==> src/rtl/rv32i_core_sequencer_if.sv <==
// rv32i_core_sequencer_if: instruction/data memory handshake between the sequencer and memories.
//   InsReq    sequencer -> imem : fetch request at current PC
//   InsReady  imem -> sequencer : instruction data valid
//   MemReq    sequencer -> dmem : data RAM request
//   MemWrite  sequencer -> dmem : data RAM write qualifier
//   MemReady  dmem -> sequencer : data RAM access complete
interface rv32i_core_sequencer_if;
    logic InsReq;
    logic InsReady;
    logic MemReq;
    logic MemWrite;
    logic MemReady;
    modport master (output InsReq, MemReq, MemWrite, input InsReady, MemReady);
    modport slave  (input InsReq, MemReq, MemWrite, output InsReady, MemReady);
endinterface

==> src/rtl/rv32i_core_sequencer.sv <==
// rv32i_core_sequencer: multi-cycle FETCH/DECODE/EXECUTE/MEM/WRITEBACK control sequencer for the RV32I core.
//   clock, reset        : rising-edge clock, synchronous active-high reset
//   Run                 : permits a new fetch (sampled in FETCH only)
//   bus                 : memory handshake (InsReq/InsReady, MemReq/MemWrite/MemReady)
//   decoder flags       : RegWriteControl, LinkAddrWrite, TestBranch, AlwaysBranch, RAMWriteControl, RAMRegRead
//   BranchCond          : branch-condition generator result
//   IRLoad, RegWriteEn, PCWriteEn, PCBranch : single-cycle datapath strobes
//   Trap                : core halted until reset
//   Retired             : retired-instruction count (wraps)
//   State               : current FSM state, for debug
// Optional feature: define SEQ_MEM_TIMEOUT_EN to trap when the data memory stalls for TimeoutCycles MEM cycles.
module rv32i_core_sequencer #(
    parameter int dataW         = 32,
    parameter int TimeoutCycles = 15
) (
    input  logic                 clock,
    input  logic                 reset,
    input  logic                 Run,
    rv32i_core_sequencer_if.master bus,
    input  logic                 RegWriteControl,
    input  logic                 LinkAddrWrite,
    input  logic                 TestBranch,
    input  logic                 AlwaysBranch,
    input  logic                 RAMWriteControl,
    input  logic                 RAMRegRead,
    input  logic                 BranchCond,
    output logic                 IRLoad,
    output logic                 RegWriteEn,
    output logic                 PCWriteEn,
    output logic                 PCBranch,
    output logic                 Trap,
    output logic [dataW-1:0]     Retired,
    output logic [2:0]           State
);
    typedef enum logic [2:0] {
        FETCH     = 3'd0,
        DECODE    = 3'd1,
        EXECUTE   = 3'd2,
        MEM       = 3'd3,
        WRITEBACK = 3'd4,
        TRAP      = 3'd7
    } state_t;

    state_t           state;
    logic [dataW-1:0] retired;
    logic             timeout;
    logic             live;
    logic             wb;
    logic             legal;

    if (TimeoutCycles < 1 || TimeoutCycles > 255) begin : g_bad_timeout
        $error("TimeoutCycles must be in 1..255");
    end

    // LinkAddrWrite is consumed by the datapath directly; the sequencer ignores it.
    logic unused;
    assign unused = LinkAddrWrite;

`ifdef SEQ_MEM_TIMEOUT_EN
    logic [7:0] wait_cnt;
    // Held at zero outside MEM so it is clear on MEM entry; the limit is reached
    // in the MEM cycle whose stall would bring the count up to TimeoutCycles.
    assign timeout = (wait_cnt + 8'd1) == 8'(TimeoutCycles);
    always_ff @(posedge clock) begin
        if (reset || state != MEM)
            wait_cnt <= '0;
        else if (!bus.MemReady)
            wait_cnt <= wait_cnt + 8'd1;
    end
`else
    assign timeout = 1'b0;
`endif

    assign legal = RegWriteControl || TestBranch || RAMWriteControl;

    always_ff @(posedge clock) begin
        if (reset) begin
            state   <= FETCH;
            retired <= '0;
        end else begin
            case (state)
                FETCH:     state <= (Run && bus.InsReady) ? DECODE : FETCH;
                DECODE:    state <= legal ? EXECUTE : TRAP;
                EXECUTE:   state <= RAMRegRead ? MEM : WRITEBACK;
                MEM:       state <= bus.MemReady ? WRITEBACK : (timeout ? TRAP : MEM);
                WRITEBACK: state <= FETCH;
                default:   state <= TRAP;
            endcase
            if (state == WRITEBACK)
                retired <= retired + dataW'(1);
        end
    end

    assign live         = !reset;
    assign wb           = live && state == WRITEBACK;
    assign bus.InsReq   = live && state == FETCH && Run;
    assign IRLoad       = live && state == FETCH && Run && bus.InsReady;
    assign bus.MemReq   = live && state == MEM;
    assign bus.MemWrite = live && state == MEM && RAMWriteControl;
    assign RegWriteEn   = wb && RegWriteControl && !RAMWriteControl;
    assign PCWriteEn    = wb;
    assign PCBranch     = wb && (AlwaysBranch || (TestBranch && BranchCond));
    assign Trap         = live && state == TRAP;
    assign Retired      = live ? retired : '0;
    assign State        = live ? state : 3'd0;
endmodule

==> src/flat_wrapper.sv <==
// flat-port wrapper written by rule: the top's interface ports become plain ports
module rv32i_core_sequencer_flat 
#(
    parameter int dataW         = 32,
    parameter int TimeoutCycles = 15
)
  (clock, reset, Run, RegWriteControl, LinkAddrWrite, TestBranch, AlwaysBranch, RAMWriteControl, RAMRegRead, BranchCond, IRLoad, RegWriteEn, PCWriteEn, PCBranch, Trap, Retired, State, bus_InsReq, bus_MemReq, bus_MemWrite, bus_InsReady, bus_MemReady);
  rv32i_core_sequencer_if bus_i ();
  input  logic clock;
  input  logic reset;
  input  logic Run;
  input  logic RegWriteControl;
  input  logic LinkAddrWrite;
  input  logic TestBranch;
  input  logic AlwaysBranch;
  input  logic RAMWriteControl;
  input  logic RAMRegRead;
  input  logic BranchCond;
  output logic IRLoad;
  output logic RegWriteEn;
  output logic PCWriteEn;
  output logic PCBranch;
  output logic Trap;
  output logic [dataW-1:0] Retired;
  output logic [2:0] State;
  output wire logic [$bits(bus_i.InsReq)-1:0] bus_InsReq;
  output wire logic [$bits(bus_i.MemReq)-1:0] bus_MemReq;
  output wire logic [$bits(bus_i.MemWrite)-1:0] bus_MemWrite;
  input wire logic [$bits(bus_i.InsReady)-1:0] bus_InsReady;
  input wire logic [$bits(bus_i.MemReady)-1:0] bus_MemReady;
  assign bus_InsReq = bus_i.InsReq;
  assign bus_MemReq = bus_i.MemReq;
  assign bus_MemWrite = bus_i.MemWrite;
  assign bus_i.InsReady = bus_InsReady;
  assign bus_i.MemReady = bus_MemReady;
  rv32i_core_sequencer #(.dataW(dataW), .TimeoutCycles(TimeoutCycles)) u_core (.clock(clock), .reset(reset), .Run(Run), .bus(bus_i), .RegWriteControl(RegWriteControl), .LinkAddrWrite(LinkAddrWrite), .TestBranch(TestBranch), .AlwaysBranch(AlwaysBranch), .RAMWriteControl(RAMWriteControl), .RAMRegRead(RAMRegRead), .BranchCond(BranchCond), .IRLoad(IRLoad), .RegWriteEn(RegWriteEn), .PCWriteEn(PCWriteEn), .PCBranch(PCBranch), .Trap(Trap), .Retired(Retired), .State(State));
endmodule
==> config.mk <==
export PLATFORM = sky130hd
export DESIGN_NAME = rv32i_core_sequencer_flat
export DESIGN_NICKNAME = d
export VERILOG_FILES = /design/src/rtl/rv32i_core_sequencer_if.sv /design/src/rtl/rv32i_core_sequencer.sv /design/src/flat_wrapper.sv
export SDC_FILE = /design/constraint.sdc
export NUM_CORES = 1
export LEC_CHECK = 0
export BUFFER_PORTS_ARGS = -buffer_cell sky130_fd_sc_hd__buf_2
export CORE_MARGIN = 8
export CORE_UTILIZATION = 52
export CTS_CLUSTER_DIAMETER = 150
export DETAILED_ROUTE_END_ITERATION = 16
export HOLD_SLACK_MARGIN = 0.06
export PLACE_DENSITY = 0.81
export SETUP_SLACK_MARGIN = 0.4
export SLEW_MARGIN = 20
export SYNTH_ARGS = -nofsm -noshare
export SYNTH_HDL_FRONTEND = slang
export SYNTH_SLANG_ARGS = --single-unit
==> constraint.sdc <==
create_clock -name clock -period 2.8 [get_ports clock]
set_input_delay 0.14 -clock clock [delete_from_list [all_inputs] [get_ports clock]]
set_output_delay 0.14 -clock clock [all_outputs]
set_load 0.02 [all_outputs]
* After elaboration in Yosys (flattened, before gate mapping)
Index checks and enable logic that the tools add are counted.
Storage, ports and cells: input bits 12, register bits 35, output and inout port bits 43
Operators by class: equality and inequality tests 5, multiplexer cells 7, reduce and logical (&&, ||, !) cells 18, add/sub/neg operators 1
Operators with widths (count):
- 32-bit by 1-bit adder with 32-bit output (second input constant) | 1
- 32-bit two-way mux | 1
- 3-bit case mux with 5 select lines | 1
- 1-bit logical AND | 12
- 3-bit two-way mux | 4
- 3-bit by 2-bit == test with 1-bit output (second input constant) | 2
- 3-bit == test (second input constant) | 2
- 3-bit by 1-bit == test with 1-bit output (second input constant) | 1
- 3-bit logical NOT | 1
- 1-bit logical OR | 3
- 1-bit logical NOT | 2
- 1-bit two-way mux | 1

* Depth between registers and ports, before layout
Gate-level depths: netlist of the first run.
depth after elaboration 4, mapped depth 6

* Least setup slack after synthesis of the first run
No wires, ideal clock.
path type register to register, start point register u_core.state[1], end point register u_core.retired[27], data arrival time 1.893 ns, data required time 2.677 ns, stages on the path, launching flop included 6, period minus slack after synthesis 2.016 ns, path slack 0.784 ns, path through dfxtp_1 > buf_6 > or3b_4 > or4_4 > nor4_4 > mux2_1
On the way: word-level cells in the longest chain between the ends 1
Ends and longest elaborated chain:
- start, declared | RTL line rv32i_core_sequencer.sv:44 | state_t state;
- start signal, assigned | RTL line rv32i_core_sequencer.sv:82 | FETCH: state <= (Run && bus.InsReady) ? DECODE : FETCH;
- start signal, assigned | RTL line rv32i_core_sequencer.sv:83 | DECODE: state <= legal ? EXECUTE : TRAP;
- start signal, assigned | RTL line rv32i_core_sequencer.sv:84 | EXECUTE: state <= RAMRegRead ? MEM : WRITEBACK;
- 3-bit == test | RTL line rv32i_core_sequencer.sv:89 | if (state == WRITEBACK)
- end signal, assigned | RTL line rv32i_core_sequencer.sv:90 | retired <= retired + dataW'(1);
- end, declared | RTL line rv32i_core_sequencer.sv:45 | logic [dataW-1:0] retired;
Every way passes these cells. A chain may end at the register's enable or synchronous reset.

* Final worst setup path of the first run
start point register u_core.state[2], end point register u_core.retired[27]
The elaborated chain is that of the path after synthesis.

==> impl_metrics.csv, run 1 <==
group,metric,value,unit
global_routing,antenna_found_initial,0,
setup_path,cp_cell_sequence,"or3b_4 > or4_4 > nor4_4 > mux2_1",
layout,nets,310,
sta,slew_headroom,0.7309,
yosys,yosysUniqueCellTypes,39,
cts,tritoncts,"yes",
floorplanning,die_x,78.07,um
placement,placed_area,2297,um^2
yosys,postSynthAreaPerCell,8.143,um^2
setup_path,worst_path_max_delay_cell,"or4_4",
routing,routed_wl,4745,um
floorplanning,start_util,0.5431,
power,pwr-share-comb,0.058,
setup_path,cp-start-kind,"register",
cts,clk_latency,0.30,ns
yosys,ys_seq_elements,35,
routing,drt-pass1-iter-count,4,
global_routing,grt_pass1_vias,1777,
power,switchingPower,0.2425,mW
sta,setup_violations,0,
setup_path,crit_path_max_incr_delay,0.56,ns
sta,tightestPinTransition,0.4028,ns
layout,n_fill_cell,357,
layout,multi_input_area,1219,um^2
yosys,yosysSeqAreaShare,0.3498,
global_routing,grt_pass1_wl,7872,um
setup_path,r2r_cells,4,
sta,hold_slack,0.1600,ns
min_path,min_to,"u_core.state[0]",
cts,post_cts_resized,0,
layout,stdcell_count,346,
setup_path,critPathRequiredTime,2.98,ns
yosys,yosysWarnings,0,
floorplanning,chipHeight,78.07,um
layout,synthToLayoutAreaGrowth,21.49,%
yosys,syn_nets,259,
power,power.density,462.7,nW/um^2
power,internal_power,0.8835,mW
yosys,synth_edf_count,0,
power,p_leak,1.041,nW
power,switching_share,0.2154,
layout,drive_gt1_frac,0.2752,
setup_path,path_max_fanout,8,
sta,rsz0062_at_grt,"false",
layout,antennaDiodeCount,0,
sta,maxSlewViolCount,0,
floorplanning,die-area,6094,um^2
min_path,holdCritStartpoint,"bus_InsReady",
routing,drc,0,
global_routing,grt_overflow,0,
yosys,synth_flop_cell,"dfxtp_1",
yosys,yosysMostFrequentCell,"dfxtp_1",
placement,dpl.cell_count,338,
routing,ant_nets,0,
power,finalPower,1.126,mW
layout,seqCellArea,700.7,um^2
job,drv_cap,0,
cts,cts_hold_buffers,0,
cts,postCtsSetupBuffers,0,
setup_path,rr_startpoint,"u_core.state[2]",
sta,finClkSkew,0.01119,ns
layout,finish.instance_area,2434,um^2
placement,gp_congestion,0.8159,
floorplanning,coreArea,3689,um^2
cts,root_buffer,"clkbuf_8",
yosys,yosys.area.top_type_share,0.3498,
yosys,syn_area,2003,um^2
yosys,syn_inst,246,
setup_path,arrival,2.30,ns
placement,io_buffer_count,53,
power,pwr-share-clk,0.488,
sta,clock.fmax,470.3,MHz
power,vdd_drop_max,0.0003246,V
setup_path,crit_type,"register to register",
min_path,hold_path_class,"input port to register",
floorplanning,rows,22,
yosys,async_flop_share,0,
floorplanning,ioPinCount,55,
cts,clock_sink_count,35,
routing,routedWlPerCell,13.71,um
routing,first_iter_violations,115,
cts,clk_path_buf_depth,2,
placement,dp_hpwl,3564,um
yosys,ys_top_cells_by_area,"dfxtp_1 (35%), nor2b_1 (9.4%), mux2_2 (5.6%)",
power,power_frac_seq,0.454,
sta,final.min_clock_period,2.126,ns
min_path,worstHoldPathCells,3,
sta,setup_tns,0,ns
global_routing,grt_max_degree,26,
setup_path,critPathCaptureType,"register",
sta,min_period_over_period,0.7594,
cts,cts_made_buffers,5,
global_routing,grt_usage,0.1540,
routing,vias,1880,
cts,htree_levels,2,
routing,viasPerCell,5.434,
setup_path,rr_endpoint,"u_core.retired[27]",
outcome,status,"completed",
yosys,yosys.area.top_type,"dfxtp_1",
yosys,ys_top_cells_by_count,"dfxtp_1 (35), nor2b_1 (30), nor2_1 (29)",
cts,clk_pin_slew,0.07,ns
sta,hold_viol_final,0,
setup_path,regToRegSetupSlack,0.67,ns
-- final cells by class --
| class | instances | area share |
|---|---|---|
| Clock buffer | 5 | 0.02828 |
| Clock inverter | 3 | 0.02776 |
| Inverter | 8 | 0.01234 |
| Multi-Input combinational cell | 191 | 0.5008 |
| Sequential cell | 35 | 0.2879 |
| Tap cell | 48 | 0.02468 |
| Timing Repair Buffer | 56 | 0.1183 |
-- power groups by stage --
stage	Sequential [mW]	Combinational (mW)	Clock [mW]
floorplan	0.517	0.0547	0
global placement	0.523	0.0649	0
detailed placement	0.523	0.0659	0
CTS	0.511	0.0660	0.557
global route	0.513	0.0733	0.572
finish	0.512	0.0651	0.549
-- state kept, by name (all words and copies together) (netlist names) --
name            flops
u_core.state        3
u_core.retired     32
-- worst max path at each step --
| stage | startpoint | endpoint | slack (ns) | cells after the start |
|---|---|---|---|---|
| global route | u_core.state[2] | u_core.retired[31] | 0.58 | 4 |
| global placement | u_core.state[2] | u_core.retired[31] | 0.71 | 4 |
| floorplan | u_core.state[1] | u_core.retired[27] | 0.78 | 5 |
| detailed placement | u_core.state[2] | u_core.retired[27] | 0.69 | 4 |
| finish | u_core.state[2] | u_core.retired[27] | 0.67 | 4 |
| CTS | u_core.state[2] | u_core.retired[27] | 0.68 | 4 |
-- critical path: cells and delay by family (launching register included) --
kind | cells | cell delay [ns]
multiplexers | 1 | 0.34
flip-flops | 1 | 0.44
AND/OR/NAND/NOR | 3 | 1.24
-- logic make-up (layout without fill, tap and decap cells) --
group	count (synthesis)	after routing	share of synthesized area
compound gates	28	28	0.07933
buf+inv	20	72	0.04185
xor+xnor	8	8	0.03498
simple gates	141	141	0.4154
mux	13	13	0.07246
flops	35	35	0.3498
fa+ha+maj	1	1	0.006245
-- per-layer routing --
layer  vias up  track usage  wire length (um)
met3         7      0.03417               218
met5         -            0                 0
met2        42       0.2568              2229
met1       863       0.1829              2218
met4         0      0.07407                79
li1        968            -                 -
-- per-stage QoR --
step                        util  setup slack [ns]
after detailed placement  0.6228            0.6913
after global placement    0.6228            0.7138
after global routing      0.6598            0.5837
after floorplan                -            0.7840
after CTS                 0.6598            0.6769
final                     0.6598            0.6736
-- cells in the final DEF (no fill, tap or decap), types with 2 or more instances in the layout --
cell type	count
a21oi_1	14
and2_1	5
and3_1	8
and4_1	2
buf_2	53
buf_4	3
bufinv_16	2
clkbuf_8	5
dfxtp_1	35
inv_1	8
mux2_1	2
mux2_2	10
nand2_1	15
nand3_1	5
nand4_1	11
nor2_1	29
nor2b_1	30
nor3_1	5
nor3b_1	3
nor4_1	7
nor4_4	2
o21ai_0	6
o31ai_1	5
or3_1	6
or4_1	6
xnor2_1	5
xor2_1	3
Note: power is estimated with default switching activity, not from simulation.
==> inputs of run 2 (changes only) <==
- CORE_UTILIZATION: 52 -> 47
- PLACE_DENSITY: 0.81 -> 0.78
- clock period: 2.8 -> 1.84 ns (I/O delays scaled with it)
==> run 2 against run 1 <==
Compared with the run above: the run now ends with setup timing left; combinational power grew to 3.4 times the previous value; critical path depth stayed put; die area is 8.4% higher; cell area is 37% higher; final cell count is 14% higher; register-to-register slack worse by 0.82 ns; non-clock buffer count is 43 higher; global-route usage is 2.8 points higher; routed wire length is 66% higher; via count is 27% higher; clock-buffer cell count is 1 higher; largest power group is now sequential cells; highest routed layer unchanged.
==> impl_metrics.csv, run 2 (synthesis results as in run 1) <==
group,metric,value,unit
setup_path,worst-path-buf-inv,0,
floorplanning,die-area,6607,um^2
routing,drc,0,
global_routing,grt_overflow,0,
floorplanning,chipHeight,81.29,um
min_path,min_to,"u_core.state[0]",
min_path,worstHoldPathCells,3,
setup_path,arrival,2.19,ns
sta,hold_slack,0.1588,ns
layout,final_common_cell,"buf_2",
sta,finClkSkew,0.01677,ns
cts,clk_pin_slew,0.09,ns
power,power.density,524.7,nW/um^2
layout,n_fill_cell,219,
outcome,failed_checks,"setup timing",
floorplanning,coreArea,4058,um^2
routing,routed_wl,7885,um
outcome,status,"complete, but fails checks",
cts,clk_path_buf_depth,2,
setup_path,critPathCaptureType,"register",
setup_path,rr_startpoint,"u_core.state[2]",
job,drv_cap,0,
routing,first_iter_violations,176,
global_routing,grt_pass1_vias,2057,
routing,viasPerCell,6.056,
setup_path,path_max_fanout,5,
sta,setup_violations,9,
setup_path,cp-start-kind,"register",
sta,clock.fmax,504.0,MHz
layout,seqCellArea,718.2,um^2
global_routing,grtUsageMet3,0.04194,
placement,gp_congestion,0.9037,
setup_path,critPathRequiredTime,2.05,ns
setup_path,crit_type,"register to register",
layout,synthToLayoutAreaGrowth,66.27,%
global_routing,grt_pass1_wl,9673,um
min_path,holdCritStartpoint,"bus_InsReady",
global_routing,grt_use_met2,0.3055,
sta,min_period_over_period,1.078,
routing,vias,2380,
setup_path,rr_endpoint,"u_core.retired[21]",
floorplanning,start_util,0.4937,
global_routing,grt_max_degree,34,
global_routing,use_met1,0.2153,
setup_path,regToRegSetupSlack,-0.14,ns
layout,drive_gt1_frac,0.5673,
cts,cts_made_buffers,5,
routing,ant_nets,0,
floorplanning,die_x,81.29,um
placement,io_buffer_count,53,
global_routing,grt_busiest_layer,"met2",
power,p_leak,1.486,nW
cts,root_buffer,"clkbuf_8",
sta,setup_tns,-0.6872,ns
sta,layout_setup_ws,-0.1441,ns
setup_path,worst_path_max_delay_cell,"or4_4",
layout,nets,354,
cts,clk_latency,0.30,ns
cts,cts_hold_buffers,0,
sta,final.min_clock_period,1.984,ns
setup_path,r2r_cells,4,
min_path,hold_path_class,"input port to register",
setup_path,cp_cell_sequence,"or3b_4 > or4_4 > or3_1 > a21oi_1",
floorplanning,ioPinCount,55,
layout,max_flop_register,"u_core.retired",
cts,tritoncts,"yes",
setup_path,crit_path_max_incr_delay,0.57,ns
sta,tightestPinTransition,0.5412,ns
routing,routedWlPerCell,20.06,um
layout,largestRegisters,"u_core.retired (32), u_core.state (3)",
cts,clock_sink_count,35,
cts,htree_levels,2,
sta,rsz0062_at_grt,"true",
floorplanning,rows,23,
sta,slew_headroom,0.6392,
power,finalPower,1.748,mW
placement,dp_hpwl,4129,um
layout,multi_input_area,1659,um^2
sta,hold_viol_final,0,
setup_path,crit_family,"simple AND/OR/NAND/NOR gates",
routing,drt-pass1-iter-count,5,
layout,final_cell_mix,"buf_2 (44), buf_4 (33), nor2_1 (28), nor2b_1 (27), dfxtp_1 (25)",
global_routing,antenna_found_initial,0,
layout,largest_reg_flops,32,
sta,maxSlewViolCount,0,
global_routing,grt_usage,0.1818,
power,vdd_drop_max,0.0003712,V
==> run 2: worst max path at each step <==
stage                               start                 end  slack (ns)  cells past startpoint
final                     u_core.state[2]  u_core.retired[21]       -0.14                      4
after global routing      u_core.state[2]  u_core.retired[21]       -0.16                      4
after CTS                 u_core.state[1]  u_core.retired[27]       -0.05                      4
after detailed placement  u_core.state[1]  u_core.retired[27]       -0.08                      4
after global placement    u_core.state[1]  u_core.retired[31]       -0.04                      4
after floorplan           u_core.state[1]  u_core.retired[27]       -0.13                      5
==> run 2: power breakdown <==
group | total (mW) | internal [mW] | switching [mW] | leakage, nW
Combinational | 0.221 | 0.108 | 0.114 | 1.14
Clock | 0.755 | 0.439 | 0.315 | 0.0612
Sequential | 0.772 | 0.763 | 0.00850 | 0.288
Total | 1.75 | 1.31 | 0.437 | 1.49
==> run 2: final cells by class <==
cell class,instances,share of cell area
Inverter,8,0.009016
Multi-Input combinational cell,192,0.4981
Clock inverter,2,0.01052
Antenna cell,1,0.0007513
Timing Repair Buffer,99,0.2224
Sequential cell,35,0.2156
Tap cell,50,0.01878
Clock buffer,6,0.02479
==> run 2: repair_timing <==
item                       in CTS  in global routing
pin swaps                       8                 30
setup endpoints to repair      25                 34
setup buffers                   5                 13
gates resized for setup        39                 85
cloned                          0                  1
==> run 2: per-stage QoR <==
stage,cell area (um^2),cells,util,setup slack (ns)
after floorplan,2066,246,-,-0.1349
after detailed placement,2540,365,0.6260,-0.07857
final,3331,393,0.8208,-0.1441
after CTS,2872,378,0.7077,-0.04995
after global routing,3328,392,0.8202,-0.1585
after global placement,2540,365,0.6260,-0.04051
==> run 2: routing by layer <==
layer,up-vias,share of wire
met3,37,0.073
met5,-,0
li1,1064,-
met2,145,0.50
met4,0,0.039
met1,1134,0.39
==> run 2: worst reg2reg max path: stages, from the launching register on <==
cell and delay, ns:
dfxtp_1 0.36, or3b_4 0.41, or4_4 0.57, or3_1 0.35, a21oi_1 0.20
